File: config.mk
export PLATFORM = sky130hd
export DESIGN_NAME = ex_branch_resolve
export DESIGN_NICKNAME = d
export VERILOG_FILES = /design/src/rtl/ex_branch_resolve.sv
export SDC_FILE = /design/constraint.sdc
export NUM_CORES = 1
export LEC_CHECK = 0
export BUFFER_PORTS_ARGS = -buffer_cell sky130_fd_sc_hd__buf_4
export CAP_MARGIN = 5
export CORE_MARGIN = 2
export CORE_UTILIZATION = 41
export DETAILED_ROUTE_END_ITERATION = 12
export HOLD_SLACK_MARGIN = 0.15
export PLACE_DENSITY = 0.55
export RECOVER_POWER = 25
export SLEW_MARGIN = 20
export SYNTH_ARGS = -nofsm -noshare
export SYNTH_HDL_FRONTEND = slang
export SYNTH_SLANG_ARGS = --single-unit
File: constraint.sdc
create_clock -name clk -period 7.45 [get_ports clk]
set_input_delay 1.49 -clock clk [delete_from_list [all_inputs] [get_ports clk]]
set_output_delay 1.49 -clock clk [all_outputs]
set_load 0.02 [all_outputs]
File: src/rtl/ex_branch_resolve.sv
// Branch resolution behind the EX-stage ALU: holds the flags register and the return-address stack,
// and produces a registered PC redirect through a one-deep valid/ready output stage.
module ex_branch_resolve #(
   parameter int RAS_DEPTH = 8,
   parameter int ADDR_W    = 32
) (
   input  logic              clk,
   input  logic              reset,
   input  logic              in_valid,
   output logic              in_ready,
   input  logic [4:0]        alu_control,
   input  logic [ADDR_W-1:0] alu_result,
   input  logic [4:0]        alu_flags,
   input  logic [ADDR_W-1:0] pc_next,
   input  logic [4:0]        brfl_mask,
   input  logic              flush,
   output logic              out_valid,
   input  logic              out_ready,
   output logic              redirect,
   output logic [ADDR_W-1:0] redirect_pc,
   output logic [4:0]        flags_q,
   output logic              ras_err
);
   localparam int CW = $clog2(RAS_DEPTH + 1);
   localparam int IW = $clog2(RAS_DEPTH);

   localparam logic [4:0] OP_ADD  = 5'b00110;
   localparam logic [4:0] OP_SUB  = 5'b00111;
   localparam logic [4:0] OP_MUL  = 5'b01000;
   localparam logic [4:0] OP_DIV  = 5'b01001;
   localparam logic [4:0] OP_CMP  = 5'b01110;
   localparam logic [4:0] OP_JR   = 5'b10000;
   localparam logic [4:0] OP_JPC  = 5'b10001;
   localparam logic [4:0] OP_BRFL = 5'b10010;
   localparam logic [4:0] OP_CALL = 5'b10011;
   localparam logic [4:0] OP_RET  = 5'b10100;
   localparam logic [4:0] OP_NOP  = 5'b10101;

   logic              out_valid_q, out_valid_d;
   logic              redirect_q, redirect_d;
   logic [ADDR_W-1:0] redirect_pc_q, redirect_pc_d;
   logic [4:0]        flags_d;
   logic [CW-1:0]     cnt_q, cnt_d;
   logic              ras_err_q, ras_err_d;
   logic [ADDR_W-1:0] ras_q [RAS_DEPTH];

   logic          accept, push, ras_full, ras_empty;
   logic [IW-1:0] push_idx, top_idx;

   assign in_ready  = !reset && (!out_valid_q || out_ready);
   assign accept    = in_valid && in_ready && !flush;
   assign ras_full  = (cnt_q == CW'(RAS_DEPTH));
   assign ras_empty = (cnt_q == '0);
   assign push_idx  = IW'(cnt_q);
   assign top_idx   = IW'(cnt_q - CW'(1));

   always_comb begin
      // NOTE: every signal gets a default before any branch so no path leaves it unassigned (no latch).
      flags_d       = flags_q;
      cnt_d         = cnt_q;
      ras_err_d     = ras_err_q;
      push          = 1'b0;
      out_valid_d   = out_valid_q && !out_ready;
      redirect_d    = redirect_q;
      redirect_pc_d = redirect_pc_q;
      if (flush) begin
         out_valid_d = 1'b0;
      end else if (accept) begin
         out_valid_d   = 1'b1;
         redirect_d    = 1'b0;
         redirect_pc_d = '0;
         case (alu_control)
            OP_ADD, OP_SUB, OP_MUL, OP_DIV, OP_CMP: flags_d = alu_flags;
            OP_JR, OP_JPC: begin
               redirect_d    = 1'b1;
               redirect_pc_d = alu_result;
            end
            OP_BRFL: begin
               // Compares against the flags held before this op; flag writers land a cycle earlier.
               if (flags_q == brfl_mask) begin
                  redirect_d    = 1'b1;
                  redirect_pc_d = alu_result;
               end
            end
            OP_CALL: begin
               redirect_d    = 1'b1;
               redirect_pc_d = alu_result;
               if (ras_full) begin
                  ras_err_d = 1'b1;
               end else begin
                  push  = 1'b1;
                  cnt_d = cnt_q + CW'(1);
               end
            end
            OP_RET: begin
               if (ras_empty) begin
                  ras_err_d = 1'b1;
               end else begin
                  redirect_d    = 1'b1;
                  redirect_pc_d = ras_q[top_idx];
                  cnt_d         = cnt_q - CW'(1);
               end
            end
            OP_NOP:  ;
            default: ;
         endcase
      end
   end

   // NOTE: sequential state uses non-blocking assignments so all registers update from pre-edge values.
   always_ff @(posedge clk) begin
      if (reset) begin
         out_valid_q   <= 1'b0;
         redirect_q    <= 1'b0;
         redirect_pc_q <= '0;
         flags_q       <= '0;
         cnt_q         <= '0;
         ras_err_q     <= 1'b0;
      end else begin
         out_valid_q   <= out_valid_d;
         redirect_q    <= redirect_d;
         redirect_pc_q <= redirect_pc_d;
         flags_q       <= flags_d;
         cnt_q         <= cnt_d;
         ras_err_q     <= ras_err_d;
      end
   end

   // NOTE: stack storage is not reset; entries above cnt_q are never read, so clearing cnt_q is enough.
   always_ff @(posedge clk) begin
      if (push) ras_q[push_idx] <= pc_next;
   end

   assign out_valid   = out_valid_q;
   assign redirect    = redirect_q;
   assign redirect_pc = redirect_pc_q;
   assign ras_err     = ras_err_q;
endmodule

* Word-level counts from Yosys, hierarchy flattened
Memory sizes are Yosys's and may differ from the RTL's. Cells that the tools add are included. Widths: inputs -> output; s select.
Operators by class: equal/unequal tests 16, add/sub/neg operators 2, reductions and logical operators 18, mux-type cells 19, bitwise gates (word level) 1
Operators by type and width (count):
- $pmux 32 s3 | 1
- $mux 32 | 2
- $eq 5x5->1 const B | 5
- $eq 5x4->1 const B | 3
- $mux 1 | 11
- $eq 5x3->1 const B | 2
- $reduce_and 5->1 | 2
- $mux 4 | 2
- $ne 2x2->1 const B | 4
- $pmux 4 s2 | 1
- $eq 5x5->1 | 1
- $reduce_or 5->1 | 1
- $add 4x1->4 const B | 1
- $eq 4x4->1 const B | 1
- $logic_and 1x1->1 | 4
- $logic_not 1->1 | 4
- $logic_not 4->1 | 1
- $sub 4x1->4 const B | 1
- $pmux 1 s3 | 1
- $reduce_and 3->1 | 1
- $reduce_or 3->1 | 1
- $pmux 1 s2 | 1
- $reduce_and 2->1 | 1
- $reduce_bool 2->1 | 1
- 3 further kinds | 3
Storage, ports and cells: output and inout bits 41, register bits 44, bits in writable memories 256, word-level logic and storage cells 63, memories 1, input port bits 84
Memory list:
- ras_q | depth 8, width 32, rd ports 1, clocked after Yosys merged registers in 0, wr ports 1, RTL line 45 | logic [ADDR_W-1:0] ras_q [RAS_DEPTH];

* Logic depth before layout (Yosys ltp)
Gate-level depths: netlist (run 1).
depth in word-level cells 9, mapped depth 10, gate-level depth less buffers 7

* Worst setup path after synthesis (run 1)
No wires, ideal clock.
kind input-to-reg, from input port reset, to memory ras_q[1][0], enable pin, slack 2395 ps, arrival time 4594 ps, cell stages on the path 7, required time 6989 ps, setup time 461 ps, cell sequence clkbuf_8 -> nor2_1 -> nand3b_2 -> clkbuf_1 -> nor2_1 -> nand2_1 -> nor3_1
Between the ends: cells in the longest elaborated chain, start to end 8
RTL lines:
- from (decl) | RTL line 8 | input logic reset,
- $logic_not 1->1 | RTL line 50 | assign in_ready = !reset && (!out_valid_q || out_ready);
- $logic_and 1x1->1 | RTL line 50
- $logic_and 1x1->1 (2 in series) | RTL line 51 | assign accept = in_valid && in_ready && !flush;
- $mux 1 | RTL line 68 | end else if (accept) begin
- $mux 1 | RTL line 66 | if (flush) begin
- $mux 1 | RTL line 131 | if (push) ras_q[push_idx] <= pc_next;
- $mux 1 (not written as such) | RTL line 131
- to (decl) | RTL line 45
No other way between the ends.

* Final worst setup path (run 1)
from input port reset, to memory ras_q[0][28], enable pin
Same word-level chain as after synthesis.

==> metrics, run 1 <==
outcome=finished, final reports clean; Sequential Area=8570 µm²; Critical Path End Type=flop; syn avg cell area=18.9 µm²; Die Footprint=29700 µm²; P&R area growth vs syn=20.6%; RSZ-0062 raised after global routing=false; top post-synthesis cells by area=edfxtp_1 (66%), mux4_2 (12%), dfxtp_1 (7.6%); antenna violations before repair=0; Max VDD drop=136 µV; reg2reg start=cnt_q[0]; std cell rows=61; htree depth=1; Synth Area in Compound Gates=5.84%; # setup viols final=0; Detail Route Antenna Nets=0; Max-cap violations=0; nets@finish=835; xor and xnor area share after synthesis=0.602%; Adder-Cell Fraction of Synth Area=0.323%; # port buffers=124; area fraction in and, or, nand and nor cells after synthesis=4.64%; Vias/cell=5.52; Crit path largest cell delay=0.80 ns; top post-synthesis cells by count=edfxtp_1 (256), nand2_1 (70), mux4_2 (64), dfxtp_1 (44); RD Place Congestion=0.717; CTS resizes=0; clk root buf=clkbuf_16; post-CTS setup buffer count=0; CP startpoint=reset; area of the multi-input gates=2950 µm²; Syn. warnings=0; Clock Latency Late Sink=0.55 ns; Residual DRC=0; Die Span X=172 µm; First-pass DRT Iterations=6; number of flops mapped to enable cells by yosys=256; I/O Pins=125; Cell Chain, Critical Path=buf_4, nor2_1, nand3b_2, buf_4, nor2_1, nand2_1, nor3_2, buf_4; R2R depth=8; fin util=50.4%; Slew Limit Headroom=32.1%; Via Count=6349; Die Height=172 µm; PD cells=239 nW/µm²; Max FO, Critical Path=70; core area=27900 µm²; ANT cells=0; Required @ worst endpoint=7.65 ns; fin crit period=4.08 ns; fin crit share=54.8%; flops & latches, synth=300; Hold EP=redirect; cell mode on critical path=buf_4; layout cells sized above 1=31.6%; setup TNS=0 ns; vias in the first global route=6637; fmax=245 MHz; hpwl dp=15200 µm; CTS tree=built; overall global routing resource usage=17.7%; WP data arrival=4.28 ns; top-area cell type share of the netlist area=66.1%; mux share of post-synthesis cell area=13.1%; reg-to-reg critical path endpoint=ras_q[0][28]; distinct cell type count after synthesis=41; fillers=2282; worst min path class=reg -> reg; clk buf depth=3; clk sinks=300; Setup CP Type=in -> reg; largest net degree at the start of global routing=71; first-pass GRT wire length=39400 µm; worst hold start=redirect; FF-to-FF setup slack=4.03 ns; most instantiated library cell after synthesis=edfxtp_1; Pleak=4.38 nW; top cell type by total area after synthesis=edfxtp_1; Most used DFF post-synth=edfxtp_1; Cells after Synth=617; Starting Density=41.8%; routed len/inst=22.5 µm; startpoint class of the critical path=input port; Hold Path Stages=2; largest family of logic cells by synthesized area=multiplexers; pins over their slew limit=0; Setup Skew=0.0143 ns; Syn Nets=704; final hold vios=0; hold_buf cts=0; DRT iter0 DRCs=702; Seq/Total Area, Yosys=73.7%; Post-Syn Area=11600 µm²; Routed WL=25900 µm; asr flop ratio synth=0%; Overflow after GRT=0; slowest CP cell=nor3_2; CTS Buf Count=31; Worst-Margin Slew=1.02 ns; clk slew on worst S/H paths=0.06 ns
-- power by group --
group           total, W  switching (W)  leakage, nW  internal [W]
registers        0.00182    0.000000562         2.66       0.00182
clock network    0.00145       0.000601        0.468      0.000849
logic          0.0000783      0.0000464         1.26     0.0000319
total            0.00335       0.000648         4.38       0.00270
-- kinds of logic (layout without fill, tap and decap cells) --
| logic type | Yosys count | in the layout |
|---|---|---|
| buf+inv | 43 | 199 |
| compound gates | 77 | 77 |
| simple gates | 114 | 114 |
| mux | 72 | 72 |
| flops | 300 | 300 |
| fa+ha+maj | 3 | 3 |
| xor+xnor | 8 | 8 |
-- layout make-up --
cell class	count	share of cell area, %
flip-flops and latches	300	61.1
multi-input cells	274	21.0
repair buffers	138	7.56
clock buffers	46	6.29
well taps	378	3.37
clock inverters	12	0.624
inverters	3	0.0802
-- sequential cells by signal, summed over array words and instances (netlist names) --
| signal | flops |
|---|---|
| ras_err | 1 |
| cnt_q | 4 |
| ras_q | 256 |
| flags_q | 5 |
| redirect | 1 |
| out_valid | 1 |
| redirect_pc | 32 |
-- worst max-delay path by stage --
stage,end,cells after the start,slack (ns)
6_report,ras_q[0][28],8,3.37
5_1_grt,ras_q[0][22],8,3.06
4_1_cts,ras_q[1][22],8,3.15
3_5_place_dp,ras_q[1][25],8,2.61
3_3_place_gp,ras_q[1][26],8,2.66
2_1_floorplan,ras_q[1][0],7,2.39
-- layout by cell type (no fill, tap or decap), drive strengths merged, types with 2 or more instances in the layout --
cell type / n
edfxtp: 256
buf: 118
nand2: 70
clkbuf: 66
mux4: 64
dfxtp: 44
a222oi: 32
a221oi: 32
nor2: 20
xnor2: 8
clkinv: 8
mux2i: 7
nor3b: 5
a21oi: 4
inv: 4
nand3: 4
o21ai: 4
nor3: 4
nor2b: 3
nand3b: 3
ha: 3
nand4: 2
clkinvlp: 2
-- through the flow --
step / instances / power, W / instance area, µm² / worst slack (ns) / hold WS (ns)
after floorplan: 617 / 0.00188 / 11600 / 2.39 / 0.532
after global placement: 1088 / 0.00194 / 13000 / 2.66 / 0.449
after detailed placement: 1090 / 0.00194 / 13100 / 2.61 / 0.456
after CTS: 1148 / 0.00339 / 14000 / 3.15 / 0.465
after global routing: 1151 / 0.00346 / 14000 / 3.06 / 0.509
final: 1151 / 0.00335 / 14000 / 3.37 / 0.461
-- routing by layer --
layer | vias to the layer above | global-route usage, % | share of wire (%)
li1 | 2839 | - | -
met1 | 3254 | 25.6 | 44
met2 | 227 | 29.0 | 48
met3 | 29 | 2.08 | 6.6
met4 | 0 | 4.13 | 1.3
met5 | - | 0 | 0
-- worst max-delay path: cells and delay by family --
family	cells	cell delay, ns
AND/OR/NAND/NOR	5	1.61
buffers and inverters	3	1.14
No activity file was read; power rests on OpenSTA's default activity.
==> run 2: changes to the inputs <==
--- a/config.mk
+++ b/config.mk
@@ -5,6 +5,7 @@
 export SDC_FILE = /design/constraint.sdc
 export NUM_CORES = 1
 export LEC_CHECK = 0
+export ABC_AREA = 1
 export BUFFER_PORTS_ARGS = -buffer_cell sky130_fd_sc_hd__buf_4
 export CAP_MARGIN = 5
 export CORE_MARGIN = 2
==> constraint.sdc (replaced) <==
create_clock -name clk -period 4.05 [get_ports clk]
set_input_delay 0.81 -clock clk [delete_from_list [all_inputs] [get_ports clk]]
set_output_delay 0.81 -clock clk [all_outputs]
set_load 0.02 [all_outputs]
==> metrics, run 2 <==
worst hold start=redirect_pc[6]; flops & latches, synth=300; Die Span X=177 µm; Crit path largest cell delay=0.63 ns; First-pass DRT Iterations=5; Reg with most FFs=ras_q; worst slack, placed=1.05 ns; top cell type by total area after synthesis=edfxtp_1; Max-cap violations=0; final hold vios=0; Max FO, Critical Path=83; Cell Chain, Critical Path=inv_2, buf_4, ha_1, xnor2_4, inv_1, buf_4, nand3_1, nand3_1, nand2_1, nand2_1, a21oi_1; Required @ worst endpoint=4.46 ns; top post-synthesis cells by area=edfxtp_1 (63%), nor2_1 (8.8%), dfxtp_1 (7.2%); # port buffers=124; hold_buf cts=0; Seq/Total Area, Yosys=70.0%; Most used DFF post-synth=edfxtp_1; Clock Latency Late Sink=0.56 ns; layout cells sized above 1=14.4%; P&R area growth vs syn=18.6%; slowest CP cell=buf_4; Residual DRC=0; top post-synthesis cells by count=nor2_1 (286), edfxtp_1 (256), nand2_1 (160), o21ai_0 (130), nand3_1 (104); clk root buf=clkbuf_16; routed len/inst=18.8 µm; FF-to-FF setup slack=1.22 ns; vias in the first global route=8138; max reg flops=256; Top Usage Layer GRT=met2; fillers=2703; Max VDD drop=321 µV; clk sinks=300; most instantiated library cell after synthesis=nor2_1; Critical Path End Type=flop; Syn. warnings=0; number of flops mapped to enable cells by yosys=256; Routed WL=31400 µm; Cells after Synth=1136; GR Util met3=2.81%; syn avg cell area=10.8 µm²; fin crit period=2.83 ns; final hold slack=0.463 ns; DRT iter0 DRCs=803; RSZ-0062 raised after global routing=false; asr flop ratio synth=0%; CTS Buf Count=31; Worst-Margin Slew=1.07 ns; Via Count=8522; Detail Route Antenna Nets=0; slack of the critical path=1.22 ns; antenna violations before repair=2; std cell rows=63; distinct cell type count after synthesis=25; reg2reg start=cnt_q[0]; clk slew on worst S/H paths=0.06 ns; CP bufs+invs=4; top-area cell type share of the netlist area=62.8%; clk buf depth=3; htree depth=1; Starting Density=41.5%; Post-Syn Area=12200 µm²; post-CTS setup buffer count=0; nets@finish=1340; CP delay by family, top=buffers and inverters; Slew Limit Headroom=28.3%; fin crit share=70.0%; # setup viols final=0; first-pass GRT wire length=47800 µm; worst min path class=reg -> reg; outcome=finished, final reports clean; Vias/cell=5.11; Die Footprint=31200 µm²; core area=29500 µm²; RD Place Congestion=0.776; met1 usage=29.8%; met2 global-route usage=31.9%; Syn Nets=1223; Setup CP Type=reg -> reg; pins over their slew limit=0; most frequent cells in the layout=nor2_1 (283), edfxtp_1 (256), nand2_1 (160); Pleak=5.21 nW; PD cells=427 nW/µm²; Setup Skew=0.00822 ns; largest net degree at the start of global routing=84; I/O Pins=125; WP data arrival=3.24 ns; CTS resizes=0; Die Height=177 µm; fmax=353 MHz; overall global routing resource usage=20.2%; commonest non-fill, non-tap cell in the layout=nor2_1; startpoint class of the critical path=flop; CTS tree=built; Overflow after GRT=0; hpwl dp=17600 µm; fin util=49.2%; CP startpoint=cnt_q[0]
==> run 2: layout make-up <==
type / count / area [µm²] / area share, %
Inverter: 27 / 101 / 0.698
Sequential cell: 300 / 8570 / 59.1
Antenna cell: 2 / 5.00 / 0.0345
Clock inverter: 7 / 61.3 / 0.422
Multi-Input combinational cell: 744 / 3330 / 23.0
Clock buffer: 50 / 887 / 6.11
Timing Repair Buffer: 149 / 1060 / 7.32
Tap cell: 390 / 488 / 3.36
==> run 2: tightest hold or removal path, cell delays in order, from the launching register on <==
cell,delay [ns]
dfxtp_1,0.31
nand2_1,0.06
a21oi_1,0.05
==> run 2: per-stage QoR <==
stage                     power, W  std cells  setup TNS [ns]  instance area [µm²]
after floorplan            0.00348       1136          -32.96                12200
after global placement     0.00361       1610               0                13700
after detailed placement   0.00361       1610               0                13700
after CTS                  0.00626       1667               0                14600
after global routing       0.00639       1668               0                14500
final                      0.00619       1669               0                14500
==> run 2: final timing paths <==
| path | to | cells past startpoint |
|---|---|---|
| worst min-delay path | redirect_pc[6] | 2 |
| worst max-delay path | redirect_pc[9] | 11 |
| worst max register to register | redirect_pc[9] | 11 |
| worst min register to register | redirect_pc[6] | 2 |
==> run 2: power by group <==
part           internal [W]  switching (W)  total [W]  leakage (nW)
registers           0.00335     0.00000288    0.00335          2.66
logic             0.0000663       0.000113   0.000179          2.09
clock network       0.00155        0.00111    0.00266         0.462
total               0.00497        0.00123    0.00619          5.21
==> run 2: metal layers <==
metal | share of wire, % | up-vias | wire length [µm]
li1 | - | 4148 | -
met1 | 47 | 4108 | 14800
met2 | 46 | 232 | 14400
met3 | 5.8 | 34 | 1810
met4 | 1.4 | 0 | 431
met5 | 0 | - | 0
==> run 2: logic make-up (layout without fill, tap and decap cells) <==
logic type,after synthesis,in the layout,synth area share (%)
other,0,2,0
buffers and inverters,92,233,3.30
AOI/OAI and AO/OA,178,178,7.50
adders and majority gates,3,3,0.307
and+or+nand+nor,561,561,18.6
DFF,300,300,70.0
xor gates and xnor gates,2,2,0.205
==> run 3: changes to the inputs <==
==> constraint.sdc (replaced) <==
create_clock -name clk -period 2.91 [get_ports clk]
set_input_delay 0.582 -clock clk [delete_from_list [all_inputs] [get_ports clk]]
set_output_delay 0.582 -clock clk [all_outputs]
set_load 0.02 [all_outputs]
==> metrics, run 3 (same netlist as run 2, synthesis figures left out) <==
Hold Path Stages=1; CP delay by family, top=buffers and inverters; most frequent cells in the layout=nor2_1 (283), edfxtp_1 (256), nand2_1 (160); clk sinks=300; fmax=396 MHz; Slew Limit Headroom=42.1%; FF-to-FF setup slack=0.38 ns; final hold vios=0; Hold EP=ras_q[4][21]; Pleak=5.34 nW; hold_buf cts=0; # port buffers=124; Crit path largest cell delay=0.67 ns; overall global routing resource usage=20.0%; DRT iter0 DRCs=640; Vias/cell=5.07; Comb power frac=2.9%; sequential power share=52.7%; worst slack, placed=0.385 ns; Via Count=8519; clk buf depth=3; fin crit share=86.9%; core area=29500 µm²; P&R area growth vs syn=20.4%; PD cells=600 nW/µm²; Psw=0.00180 W; final hold slack=0.263 ns; outcome=finished, final reports clean; reg-to-reg critical path endpoint=redirect_pc[7]; Critical Path End Type=flop; Setup CP Type=reg -> reg; Int Power=0.00705 W; worst hold start=pc_next[21]; Reg with most FFs=ras_q; CP bufs+invs=2; Residual DRC=0; routed len/inst=18.5 µm; Routed WL=31100 µm; pins over their slew limit=0; CTS Buf Count=31; Max FO, Critical Path=65; RSZ-0062 raised after global routing=false; Max VDD drop=390 µV; clk root buf=clkbuf_16; layout cells sized above 1=16.4%; total power after layout=0.00885 W; vias in the first global route=8093; clk slew on worst S/H paths=0.06 ns; clock share of power=44.4%; Starting Density=41.5%; startpoint class of the critical path=flop; CTS resizes=0; std cell rows=63; Die Span X=177 µm; Required @ worst endpoint=3.34 ns; First-pass DRT Iterations=5; WP data arrival=2.95 ns; htree depth=1; RD Place Congestion=0.731; Detail Route Antenna Nets=0; slowest CP cell=buf_4; area of the multi-input gates=3350 µm²; fillers=2691; reg2reg start=cnt_q[1]; antenna violations before repair=2; Cell Chain, Critical Path=inv_1, ha_2, buf_4, nor2_1, o21ai_0, nand3_1, nand3_1, nand2_1, nand2_1, a21oi_1; nets@finish=1352; Overflow after GRT=0; Setup Skew=0.0170 ns; largest net degree at the start of global routing=70; R2R depth=10; Sw Share=20.3%; Worst-Margin Slew=0.869 ns; # setup viols final=0; Die Height=177 µm; CTS tree=built; slack of the critical path=0.382 ns; hpwl dp=17800 µm; Max-cap violations=0; commonest non-fill, non-tap cell in the layout=nor2_1; fin crit period=2.53 ns; Sequential Area=8570 µm²; first-pass GRT wire length=47700 µm; worst min path class=in -> reg; max reg flops=256; Clock Latency Late Sink=0.56 ns; Die Footprint=31200 µm²; post-CTS setup buffer count=0; I/O Pins=125
## run 3: changes by cell type in the layout (fill, tap and decap cells not counted), sizes merged
| cell | delta |
|---|---|
| diode | -1 |
| buf | +15 |
| clkinvlp | +3 |
| clkinv | +6 |
| bufinv | +1 |
| clkbuf | -12 |
## run 3: layer usage
layer	global-route usage, %	part of all wire (%)	wire (µm)
met1	29.1	47	14500
met2	31.8	45	14100
met3	2.94	6.2	1940
met4	4.75	1.8	557
met5	0	0.042	13
## run 3: worst reg2reg max path: cells and delay by family, from the launching register on
family	cells	cell delay, ns
compound gates	2	0.16
buf+inv	2	0.79
flops	1	0.55
fa+ha+maj	1	0.35
simple gates	5	0.54
## run 3: stage by stage
stage                     util, %  setup TNS [ns]  std cells  area, µm²
final                        50.0               0       1681      14700
after global routing         50.0               0       1681      14700
after CTS                    50.3               0       1680      14800
after detailed placement     46.8               0       1622      13800
after global placement       46.8               0       1622      13800
after floorplan                 -          -18.62       1136      12300
## run 3: cell type report
type,count,area share (%)
Sequential cell,300,58.2
Multi-Input combinational cell,744,22.8
Timing Repair Buffer,161,8.07
Clock buffer,41,5.93
Tap cell,390,3.31
Clock inverter,17,1.05
Inverter,27,0.688
Antenna cell,1,0.0170
## run 3: worst max-delay path by stage
stage | startpoint | endpoint | slack (ns) | depth (start not counted)
final | cnt_q[1] | redirect_pc[7] | 0.38 | 10
after global routing | cnt_q[1] | redirect_pc[9] | 0.16 | 10
after CTS | cnt_q[1] | redirect_pc[7] | 0.38 | 10
after detailed placement | alu_control[2] | ras_q[6][18] | 0.38 | 9
after global placement | alu_control[2] | ras_q[2][28] | 0.40 | 9
after floorplan | out_ready | ras_q[3][0] | -0.29 | 6
## run 3: power by group through the flow
stage / clock (W) / combinational [W] / sequential (W)
4_1_cts: 0.00401 / 0.000267 / 0.00466
3_5_place_dp: 0 / 0.000266 / 0.00476
3_3_place_gp: 0 / 0.000265 / 0.00476
5_1_grt: 0.00417 / 0.000280 / 0.00466
2_1_floorplan: 0 / 0.0000823 / 0.00477
6_report: 0.00393 / 0.000253 / 0.00467
